`config.mk`:
```
export PLATFORM = sky130hd
export DESIGN_NAME = miriscv_lsu
export DESIGN_NICKNAME = d
export VERILOG_FILES = /design/src/rtl/miriscv_lsu.sv
export SDC_FILE = /design/constraint.sdc
export NUM_CORES = 1
export LEC_CHECK = 0
export CELL_PAD_IN_SITES_DETAIL_PLACEMENT = 1
export CELL_PAD_IN_SITES_GLOBAL_PLACEMENT = 2
export CORE_AREA = 10 10 166 168
export DETAILED_ROUTE_END_ITERATION = 12
export DIE_AREA = 0 0 176 178
export GPL_TIMING_DRIVEN = 0
export HOLD_SLACK_MARGIN = 0.03
export PLACE_DENSITY_LB_ADDON = 0.1
export SYNTH_ARGS = -nofsm -noshare
export SYNTH_HDL_FRONTEND = slang
export SYNTH_SLANG_ARGS = --single-unit
export TNS_END_PERCENT = 5
```
`constraint.sdc`:
```
create_clock -name clk_i -period 1.6 [get_ports clk_i]
set_input_delay 0.32 -clock clk_i [delete_from_list [all_inputs] [get_ports clk_i]]
set_output_delay 0.32 -clock clk_i [all_outputs]
set_load 0.05 [all_outputs]
```
`src/rtl/miriscv_lsu.sv`:
```
// miriscv_lsu -- load-store unit of the miriscv core.
//
// Takes the decoder's memory request (ALU result as address, RD2 as store
// data) and performs it on the word-organised data bus. It produces byte
// enables and lane-replicated write data, sign/zero-extends load data and
// holds the core stalled until the access completes.
//
// Ports:
//   clk_i, rstn_i             core clock, synchronous active-low reset
//   lsu_req_i, lsu_we_i       access request, 1 = store / 0 = load
//   lsu_size_i                DATA_SIZE_* code
//   lsu_addr_i, lsu_data_i    byte address, store data
//   lsu_data_o                extended load result (registered)
//   lsu_stall_req_o           core must hold PC and request while high
//   lsu_misalign_o            one-cycle misaligned-access flag
//   data_req_o .. data_wdata_o  bus request side (word address, bits [1:0] = 0)
//   data_gnt_i, data_rvalid_i, data_rdata_i  bus grant / response
//
// Configuration macro: LSU_MISALIGN_EXC_EN. When defined, misaligned
// half/word accesses skip the bus and raise lsu_misalign_o for one cycle.
// When undefined, misaligned addresses are truncated and proceed normally.
module miriscv_lsu (
    input  logic        clk_i,
    input  logic        rstn_i,
    input  logic        lsu_req_i,
    input  logic        lsu_we_i,
    input  logic [2:0]  lsu_size_i,
    input  logic [31:0] lsu_addr_i,
    input  logic [31:0] lsu_data_i,
    output logic [31:0] lsu_data_o,
    output logic        lsu_stall_req_o,
    output logic        lsu_misalign_o,
    output logic        data_req_o,
    output logic        data_we_o,
    output logic [3:0]  data_be_o,
    output logic [31:0] data_addr_o,
    output logic [31:0] data_wdata_o,
    input  logic        data_gnt_i,
    input  logic        data_rvalid_i,
    input  logic [31:0] data_rdata_i
);

    localparam logic [2:0] DATA_SIZE_BYTE   = 3'd0;
    localparam logic [2:0] DATA_SIZE_HALF   = 3'd1;
    localparam logic [2:0] DATA_SIZE_WORD   = 3'd2;
    localparam logic [2:0] DATA_SIZE_U_BYTE = 3'd4;
    localparam logic [2:0] DATA_SIZE_U_HALF = 3'd5;

    typedef enum logic [1:0] {
        IDLE,
        REQ,
        WAIT,
        DONE
    } lsuState_t;

    lsuState_t   state;
    logic [2:0]  sizeReg;
    logic [1:0]  offsetReg;
    logic [3:0]  reqBe;
    logic [31:0] reqWdata;
    logic [31:0] loadExt;
    logic [7:0]  byteSel;
    logic [15:0] halfSel;
    logic        misaligned;

    // Byte enables and lane replication for the incoming request.
    always_comb begin
        reqBe    = 4'b1111;
        reqWdata = lsu_data_i;
        case (lsu_size_i)
            DATA_SIZE_BYTE, DATA_SIZE_U_BYTE: begin
                reqBe    = 4'b0001 << lsu_addr_i[1:0];
                reqWdata = {4{lsu_data_i[7:0]}};
            end
            DATA_SIZE_HALF, DATA_SIZE_U_HALF: begin
                reqBe    = 4'b0011 << {lsu_addr_i[1], 1'b0};
                reqWdata = {2{lsu_data_i[15:0]}};
            end
            default: ;
        endcase
    end

`ifdef LSU_MISALIGN_EXC_EN
    always_comb begin
        misaligned = 1'b0;
        case (lsu_size_i)
            DATA_SIZE_HALF, DATA_SIZE_U_HALF: misaligned = lsu_addr_i[0];
            DATA_SIZE_WORD:                   misaligned = |lsu_addr_i[1:0];
            default:                          misaligned = 1'b0;
        endcase
    end
`else
    assign misaligned = 1'b0;
`endif

    // Lane selection uses the offset latched at request time, not the live address.
    always_comb begin
        byteSel = data_rdata_i[{offsetReg, 3'b000} +: 8];
        halfSel = offsetReg[1] ? data_rdata_i[31:16] : data_rdata_i[15:0];
        case (sizeReg)
            DATA_SIZE_BYTE:   loadExt = {{24{byteSel[7]}}, byteSel};
            DATA_SIZE_U_BYTE: loadExt = {24'd0, byteSel};
            DATA_SIZE_HALF:   loadExt = {{16{halfSel[15]}}, halfSel};
            DATA_SIZE_U_HALF: loadExt = {16'd0, halfSel};
            default:          loadExt = data_rdata_i;
        endcase
    end

    always_ff @(posedge clk_i) begin
        if (!rstn_i) begin
            state          <= IDLE;
            lsu_data_o     <= '0;
            lsu_misalign_o <= 1'b0;
            data_req_o     <= 1'b0;
            data_we_o      <= 1'b0;
            data_be_o      <= '0;
            data_addr_o    <= '0;
            data_wdata_o   <= '0;
            sizeReg        <= '0;
            offsetReg      <= '0;
        end else begin
            case (state)
                IDLE: begin
                    if (lsu_req_i) begin
                        if (misaligned) begin
                            lsu_misalign_o <= 1'b1;
                            state          <= DONE;
                        end else begin
                            data_req_o   <= 1'b1;
                            data_we_o    <= lsu_we_i;
                            data_be_o    <= reqBe;
                            data_addr_o  <= {lsu_addr_i[31:2], 2'b00};
                            data_wdata_o <= reqWdata;
                            sizeReg      <= lsu_size_i;
                            offsetReg    <= lsu_addr_i[1:0];
                            state        <= REQ;
                        end
                    end
                end
                REQ: begin
                    if (data_gnt_i) begin
                        data_req_o <= 1'b0;
                        state      <= WAIT;
                    end
                end
                WAIT: begin
                    if (data_rvalid_i) begin
                        if (!data_we_o) begin
                            lsu_data_o <= loadExt;
                        end
                        state <= DONE;
                    end
                end
                DONE: begin
                    lsu_misalign_o <= 1'b0;
                    state          <= IDLE;
                end
                default: state <= IDLE;
            endcase
        end
    end

    assign lsu_stall_req_o = ((state == IDLE) && lsu_req_i) || (state == REQ) || (state == WAIT);

endmodule

```
==> impl_results.md <==
* Flop2flop setup slack at -0.13 ns
* Top-count cell post-synth: nand2_1
* Total gr overflow at 0
* Final #Nets at 942
* Violated checks: negative setup slack
* Initial Util at 19.86%
* Synth Flop Type: dfxtp_1
* Pwr/cell area at 1475 nW/um^2
* Max Root-Sink Buffers at 2
* ANT nets after route at 0
* Final wirelength at 23180 um
* Final WS setup at -0.4072 ns
* Routed vias/inst at between 4 and 5
* Die X at 176 um
* Largest net degree at the start of global routing at 17
* Worst-Skew Late Latency at 0.35 ns
* RSZ-0062 raised after global routing: true
* Initial antenna violation count at 1
* CORE AREA at 24110 um^2
* GRT Util Overall at 14.50%
* Syn_area_per_cell at 7.928 um^2
* Iter 0 DRT Violations at 155
* GPL Wtd Cong at 0.7665
* F_max at 498.2 MHz
* Yosys Warn Count at 0
* Post-synth EDFFs at 0
* Cts hold-fix bufs at 0
* Worst Hold Launch: lsu_size_i[1]
* Worst r2r src: state[1]$_SDFFE_PN0P_
* Number of diodes at 0
* Setup violators final at 43
* CP startpoint kind: flip-flop
* Clk sink count at 107
* Area Overhead vs Synth at 60.44%
* Synth area leaders: dfxtp_1 (45%), nand2_1 (12%), a21oi_1 (7.5%), o21ai_0 (4.9%), mux2i_1 (4.2%)
* Skew final at 0.009975 ns
* Leakage power at 3.088 nW
* Drt pass-1 iters at 4
* Critical path required time at 1.28 ns
* Worst Reg2Reg Path Length in Cells at 7
* Synth top cells by count: nand2_1 (157), dfxtp_1 (107), a21oi_1 (72)
* Synthesized instance count at slightly above 600
* Sum Neg Setup Slack at -2.325 ns
* Largest area contributor in the synthesized netlist: dfxtp_1
* Global-route wire length before repair at 35070 um
* Fillers at 2928
* Share of layout cells above drive strength 1 at between 10% and 20%
* CTS clk-pin slew, worst paths at roughly 0.080 ns
* Status: finished with violations
* Synth unique cells at 46
* Async set-reset flop share out of synthesis at 0%
* IO buf count at between 200 and 250
* Minimum clock period at 2.007 ns
* DIE HEIGHT at 178 um
* CTS Buf Count at 9
* DR DRC count at 0
* Min-Delay Path Class: primary input to flip-flop
* Final slew viol count at 0
* CTS tree: built
* Io pins at 209
* Area fraction of the dominant cell type after synthesis at 44.73%
* DP HPWL at ~18000 um
* Crit path DAT at 1.69 ns
* Synth Cell Area at 4788 um^2
* # Max-Cap Violations at 0
* Final Hold Fails at 0
* Wire per inst at 19.96 um
* Type of the worst setup path: flip-flop to output pin
* Slew @ Worst Pin at 0.6598 ns
* Hold Path Stages at 3
* # rows at 57
* Worst Hold Endpoint: data_wdata_o[16]$_SDFFE_PN0P_
* Synth Register Bits at 107
* Vias in the first global route at 5814
* CP endpoint kind: output pin
* Die area at between 30000 and 40000 um^2
* Worst rel slew slack at 56.02%
* Post-route clock period utilization at 125.5%
* Post-synthesis sequential area ratio at between 40% and 50%
* Overall Power at 11.33 mW
* DR vias at 5172
* Root Buffer: clkbuf_16
* Worst reg2reg path endpoint: lsu_data_o[14]$_SDFFE_PN0P_
* H-tree depth at 3
* VDD IR-drop max at 580.9 uV
* Critical path peak fanout at 3
==> per-layer routing <==
metal	routed length [um]	part of all wire (%)	track usage, %	vias up
li1	-	-	-	2534
met1	9860	43	16.61	2490
met2	11630	50	25.65	129
met3	1423	6.1	4.567	17
met4	257	1.1	3.674	2
met5	8	0.035	0	-
==> metrics by stage <==
step	area [um^2]	util (%)	hold slack, ns	setup slack, ns	std cells
after floorplan	4835	-	0.4560	-0.1140	606
after global placement	7282	30.21	0.4414	-1.147	1134
after detailed placement	7282	30.21	0.4491	-1.158	1134
after CTS	7669	31.81	0.4246	-0.4132	1159
after global routing	7682	31.87	0.4560	-0.4547	1161
final	7682	31.87	0.4435	-0.4072	1161
==> registers in the layout, summed over array words and instances (netlist names) <==
signal and flops:
data_addr_o 30, data_be_o 4, data_req_o 1, data_wdata_o 32
data_we_o 1, lsu_data_o 32, offsetReg 2, sizeReg 3
state 2
==> where the power goes <==
| part | internal, mW | leakage [nW] | switching (mW) |
|---|---|---|---|
| sequential | 3.25 | 0.877 | 0.346 |
| clock | 1.21 | 0.140 | 1.06 |
| combinational | 1.70 | 2.07 | 3.77 |
| total | 6.16 | 3.09 | 5.17 |
==> area by class of cell <==
| class | count | area [um^2] | share of cell area [%] |
|---|---|---|---|
| multi-input combinational | 432 | 2464 | 32.07 |
| sequential | 107 | 2146 | 27.93 |
| timing repair buffer | 217 | 2008 | 26.14 |
| tap | 324 | 405.4 | 5.277 |
| buffer | 52 | 321.6 | 4.186 |
| clock buffer | 11 | 232.7 | 3.029 |
| clock inverter | 4 | 52.55 | 0.6840 |
| inverter | 14 | 52.55 | 0.6840 |
==> worst max-delay path, stage by stage, from the launching register on <==
cell     delay, ns
dfxtp_2       0.35
inv_2         0.06
ha_4          0.16
and2_4        0.14
buf_8         0.11
or3_4         0.36
buf_8         0.16
==> cell families after synthesis <==
group / count (synthesis) / synth area share, %
buffers and inverters: 67 / 6.010
AND/OR/NAND/NOR: 217 / 18.81
other: 1 / 0.07832
adder cells (fa/ha/maj): 4 / 1.045
flip-flops: 107 / 44.73
AO/OA/AOI/OAI: 186 / 24.67
multiplexers: 22 / 4.651
==> repair_timing <==
item | CTS | global route
cloned | 1 | 0
setup endpoints to repair | 208 | 159
gates resized for setup | 180 | 99
setup buffers | 10 | 2
pin swaps | 7 | 5
==> worst max path at each step <==
stage	cells past startpoint	slack [ns]	endpoint	start
2_1_floorplan	6	-0.11	lsu_stall_req_o	state[1]$_SDFFE_PN0P_
4_1_cts	6	-0.41	lsu_stall_req_o	state[0]$_SDFFE_PN0P_
6_report	6	-0.41	lsu_stall_req_o	state[0]$_SDFFE_PN0P_
3_3_place_gp	6	-1.15	lsu_stall_req_o	lsu_req_i
3_5_place_dp	6	-1.16	lsu_stall_req_o	lsu_req_i
5_1_grt	6	-0.45	lsu_stall_req_o	state[0]$_SDFFE_PN0P_
==> cells in the final DEF, fill, tap and decap left out, drive strengths merged, types with 5 or more instances in the layout <==
cell	instances
nor3	11
dlygate4sd2	35
nor2b	5
clkbuf	61
inv	14
clkdlybuf4s50	100
clkdlybuf4s15	44
a221o	6
a31o	5
mux2i	20
a21oi	82
o22ai	7
nor2	26
a211oi	14
nand2	157
dfxtp	107
o21ai	47
buf	39
a311oi	8
Power figures use the tool's default switching activity.
==> patch 1, RTL diff (config.mk and constraints unchanged) <==
Encoding of `lsuState_t`: now one-hot (4 bits for 4 states).
--- a/src/rtl/miriscv_lsu.sv
+++ b/src/rtl/miriscv_lsu.sv
@@ -46,11 +46,11 @@
     localparam logic [2:0] DATA_SIZE_U_BYTE = 3'd4;
     localparam logic [2:0] DATA_SIZE_U_HALF = 3'd5;
 
-    typedef enum logic [1:0] {
-        IDLE,
-        REQ,
-        WAIT,
-        DONE
+    typedef enum logic [3:0] {
+        IDLE = 4'b0001,
+        REQ  = 4'b0010,
+        WAIT = 4'b0100,
+        DONE = 4'b1000
     } lsuState_t;
 
     lsuState_t   state;
Check against the original RTL: same outputs for any inputs over 4 cycles, from zero or initial values and one cycle with rstn_i low; so few cycles prove little.
==> patch 1 against the unedited design <==
Core utilization grew 0.72 points; critical path depth shrank 1; routed wire length grew 0.25%; sequential cell count grew 2; the run still ends with setup timing left; worst setup slack gained 0.30 ns; design area grew 2.3%; first-iteration DRC count grew 47%; critical path type is now reg -> reg; synthesized area grew 0.50%.
Power is not compared: it rests on default switching activity, and its combinational part moved more than twofold at a synthesized area within 25%.
==> patch 1: results (changes against the unedited design) <==
- Status: finished with violations
- Violations in the final reports: setup timing
- Master of the slowest instance on the critical path: mux4_2
- Overall global routing resource usage: 14.4% (-0.12 points)
- Final net count: 928 (-1.5%)
- Setup slack after layout: -0.112 ns (+0.295 ns)
- Initial DRC Count: 228 (+47%)
- Antenna violations before repair: 0 (-1)
- Fill count: 2854 (-2.5%)
- Tightest Pin Transition: 0.753 ns (+0.0931 ns)
- Maximum single-stage delay on the critical path: 0.49 ns (+0.13 ns)
- Launch point of the worst hold path: data_addr_o[12]
- Dominant delay contributor by cell family on the critical path: multiplexers
- Via total after detailed routing: 5193 (+0.41%)
- Hold crit path type: reg -> reg
- Compound-Gate Fraction of Synth Area: 21.3% (-3.4 points)
- Dpl hpwl: 18200 microns (-0.28%)
- Wire length of the first global-routing pass: 34500 microns (-1.5%)
- Final estimated routing congestion in global placement: 0.778 (+1.5%)
- Global Route met1 Usage: 16.3% (-0.34 points)
- Xor and xnor fraction of the mapped netlist area: 0.182% (+0.18 points)
- Arithmetic-cell share of the synthesized area counting full adders, half adders and majority gates: 0% (-1.0 points)
- List of most frequent post-synthesis cells: nand2_1 (151), dfxtp_1 (109), a21oi_1 (82), o21ai_0 (37)
- Highest fanout seen on the critical path: 10 (+7)
- Endpoint arrival time on the critical path: 1.96 ns (+0.27 ns)
- Multiplexer fraction of the synthesized cell area: 6.53% (+1.9 points)
- Sequential share of the synthesized area: 45.3% (+0.61 points)
- Endpoints failing setup: 24 (-44%)
- Cell types occupying the most area after synthesis: dfxtp_1 (45%), nand2_1 (12%), a21oi_1 (8.5%), mux2i_1 (4.6%), o21ai_0 (3.8%)
- Wire per inst: 20.2 microns (+1.1%)
- Worst reg2reg path startpoint: offsetReg[0]
- Post-Route Skew: 0.00783 ns (-0.00214 ns)
patch 1: where the power goes:
part / leakage (nW) / total (W) / internal (W) / switching, W
Sequential: 0.893 / 0.00295 / 0.00286 / 0.0000896
Clock: 0.159 / 0.00261 / 0.00152 / 0.00109
Combinational: 1.98 / 0.00180 / 0.000660 / 0.00114
Total: 3.03 / 0.00736 / 0.00504 / 0.00232
patch 1: routing by layer:
layer	part of all wire, %	up-vias
met3	7.3	22
met4	2.0	0
li1	-	2524
met1	42	2498
met5	0	-
met2	48	149
patch 1: layout make-up:
| type | count | area share (%) |
|---|---|---|
| sequential | 109 | 27.9 |
| multi-input combinational | 429 | 31.8 |
| inverter | 6 | 0.287 |
| timing repair buffer | 218 | 26.4 |
| buffer | 50 | 4.24 |
| clock inverter | 4 | 1.26 |
| tap | 324 | 5.16 |
| clock buffer | 10 | 2.91 |
| antenna | 1 | 0.0319 |
patch 1: tightest hold or removal path: cells and delay by family (launching register included):
kind / cells / cell delay [ns]
AO/OA/AOI/OAI: 1 / 0.05
AND/OR/NAND/NOR: 1 / 0.05
flip-flops: 1 / 0.31
patch 1: cell families after synthesis:
| family | after synthesis |
|---|---|
| flops | 109 |
| xor+xnor | 1 |
| other cells | 1 |
| compound gates | 168 |
| simple gates | 229 |
| buf+inv | 58 |
| mux | 28 |
patch 1: metrics by stage:
step	util (%)	setup TNS, ns	instance area (sq um)
floorplan	-	-0.639	4840
global placement	30.2	-94.13	7290
finish	32.6	-1.86	7860
detailed placement	30.2	-102.29	7290
global route	32.6	-4.56	7850
CTS	32.0	-2.76	7720
patch 1: final timing paths:
| kind | end | depth (start not counted) |
|---|---|---|
| max | lsu_data_o[19] | 5 |
| min | data_addr_o[12] | 2 |
| max reg2reg | lsu_data_o[19] | 5 |
| min reg2reg | data_addr_o[12] | 2 |
patch 1: what timing repair did:
action,in CTS,in global routing
setup endpoints to repair,207,130
buffers inserted,8,6
gates resized for setup,187,106
pin swaps,3,4
gates cloned,0,0
==> patch 2, RTL diff (same flow settings) <==
Without the edit above. Build with the macro `LSU_MISALIGN_EXC_EN` defined.
--- a/src/rtl/miriscv_lsu.sv
+++ b/src/rtl/miriscv_lsu.sv
@@ -19,6 +19,8 @@
 // Configuration macro: LSU_MISALIGN_EXC_EN. When defined, misaligned
 // half/word accesses skip the bus and raise lsu_misalign_o for one cycle.
 // When undefined, misaligned addresses are truncated and proceed normally.
+`define LSU_MISALIGN_EXC_EN
+
 module miriscv_lsu (
     input  logic        clk_i,
     input  logic        rstn_i,
Function: changed (a bounded check fails within 4 cycles, from zero or initial values and one cycle with rstn_i low).
==> patch 2 against the unedited design <==
Register-to-register slack improved by 0.10 ns; core utilization increased by 1.8 points; synthesized area rose by 0.55%; design area increased by 5.8%; critical path type unchanged; highest routed layer is now met4; routed wire length down 1.2%; sequential cell count is 1 higher; critical endpoint unchanged; count of clock-buffer cells in the layout is 1 lower; first-iteration DRC count grew 1.3%; combinational power shrank 2%; final cell count is 0.95% lower; the flow still finishes with violations (setup timing); total power is 0.79% lower; worst setup slack improved by 0.35 ns; clock power is 2% higher; largest cell class unchanged.
==> patch 2: results (changes against the unedited design) <==
- Endpoint arrival time on the critical path: 1.33 ns (-0.36 ns)
- Endpoints failing setup: 54 (+26%)
- Total power divided by cell area: 1380 nW/um^2 (-6.2%)
- Pin count of the biggest net entering global routing: 18 (+1)
- Final net count: 931 (-1.2%)
- Post_cts resized: 220 (+22%)
- Area of the multi-input gates: 2650 sq um (+7.4%)
- Worst relative slew slack: 57.3% (+1.3 points)
- Final total negative setup slack: -1.04 ns (+1.29 ns)
- Multi-input combinational cell count: 419 (-3.0%)
- Average vias per placed instance: 4.50 (+1.1%)
- Sequential share of the synthesized area: 44.9% (+0.17 points)
- Cell count after placement: 1113 (-1.9%)
- Setup slack after layout: -0.0542 ns (+0.353 ns)
- Master of the slowest instance on the critical path: dfxtp_4
- Worst slack at placement: -0.983 ns (+0.175 ns)
- Maximum single-stage delay on the critical path: 0.38 ns (+0.02 ns)
- Cell types occupying the most area after synthesis: dfxtp_1 (45%), nand2_1 (10%), a21oi_1 (8.7%), mux2i_1 (6.2%), o21ai_0 (4.6%)
- Number of distinct standard cells referenced by the synthesized netlist: 43 (-6.5%)
- Arithmetic-cell share of the synthesized area counting full adders, half adders and majority gates: 1.30% (+0.25 points)
- Combinational logic power: 0.00537 W (-2%)
- Violations in the final reports: setup timing
- Status: finished with violations
- Fill count: 2859 (-2.4%)
- Number of non-clock buffers in the layout: 274 (+1.9%)
- Highest fanout seen on the critical path: 5 (+2)
- Fraction of final layout cells sized beyond drive strength 1: 19.6% (+3.6 points)
- Core Util, Final: 33.7% (+1.8 points)
- Worst vdd rail ir drop: 549 uV (-5.5%)
- Post-Route Skew: 0.00962 ns (-0.000355 ns)
- Post-placement cell area: 7270 sq um (-0.21%)
- Setup fix buffers added after clock tree synthesis: 13 (+3)
- Avg Synthesized Cell Area: 8.24 sq um (+4.0%)
- Vias in the first global route: 5755 (-1.0%)
- Wire length of the first global-routing pass: 34100 microns (-2.7%)
- Total wire length after detailed routing: 22900 microns (-1.2%)
- Antenna violations before repair: 0 (-1)
- Overall global routing resource usage: 14.2% (-0.35 points)
==> patch 2: metal layers <==
layer / vias to the layer above / part of all wire, % / global-route usage (%)
met5: - / 0 / 0
li1: 2501 / - / -
met3: 16 / 8.1 / 5.01
met2: 144 / 50 / 24.9
met4: 0 / 1.3 / 3.99
met1: 2516 / 41 / 15.9
==> patch 2: logic make-up (layout without fill, tap and decap cells) <==
logic type | count (synthesis) | count (layout)
AO/OA/AOI/OAI | 182 | 182
other | 1 | 2
flip-flops | 108 | 108
AND/OR/NAND/NOR | 193 | 193
adder cells (fa/ha/maj) | 5 | 5
multiplexers | 37 | 37
buffers and inverters | 58 | 299
==> patch 2: final timing paths <==
kind / from / end / slack [ns] / cells past startpoint
worst max-delay path: state[0] / lsu_stall_req_o / -0.05 / 5
worst max register to register: state[1] / data_wdata_o[15] / -0.03 / 9
worst min register to register: data_addr_o[2] / data_addr_o[2] / 0.46 / 2
worst min-delay path: lsu_addr_i[1] / offsetReg[1] / 0.43 / 3
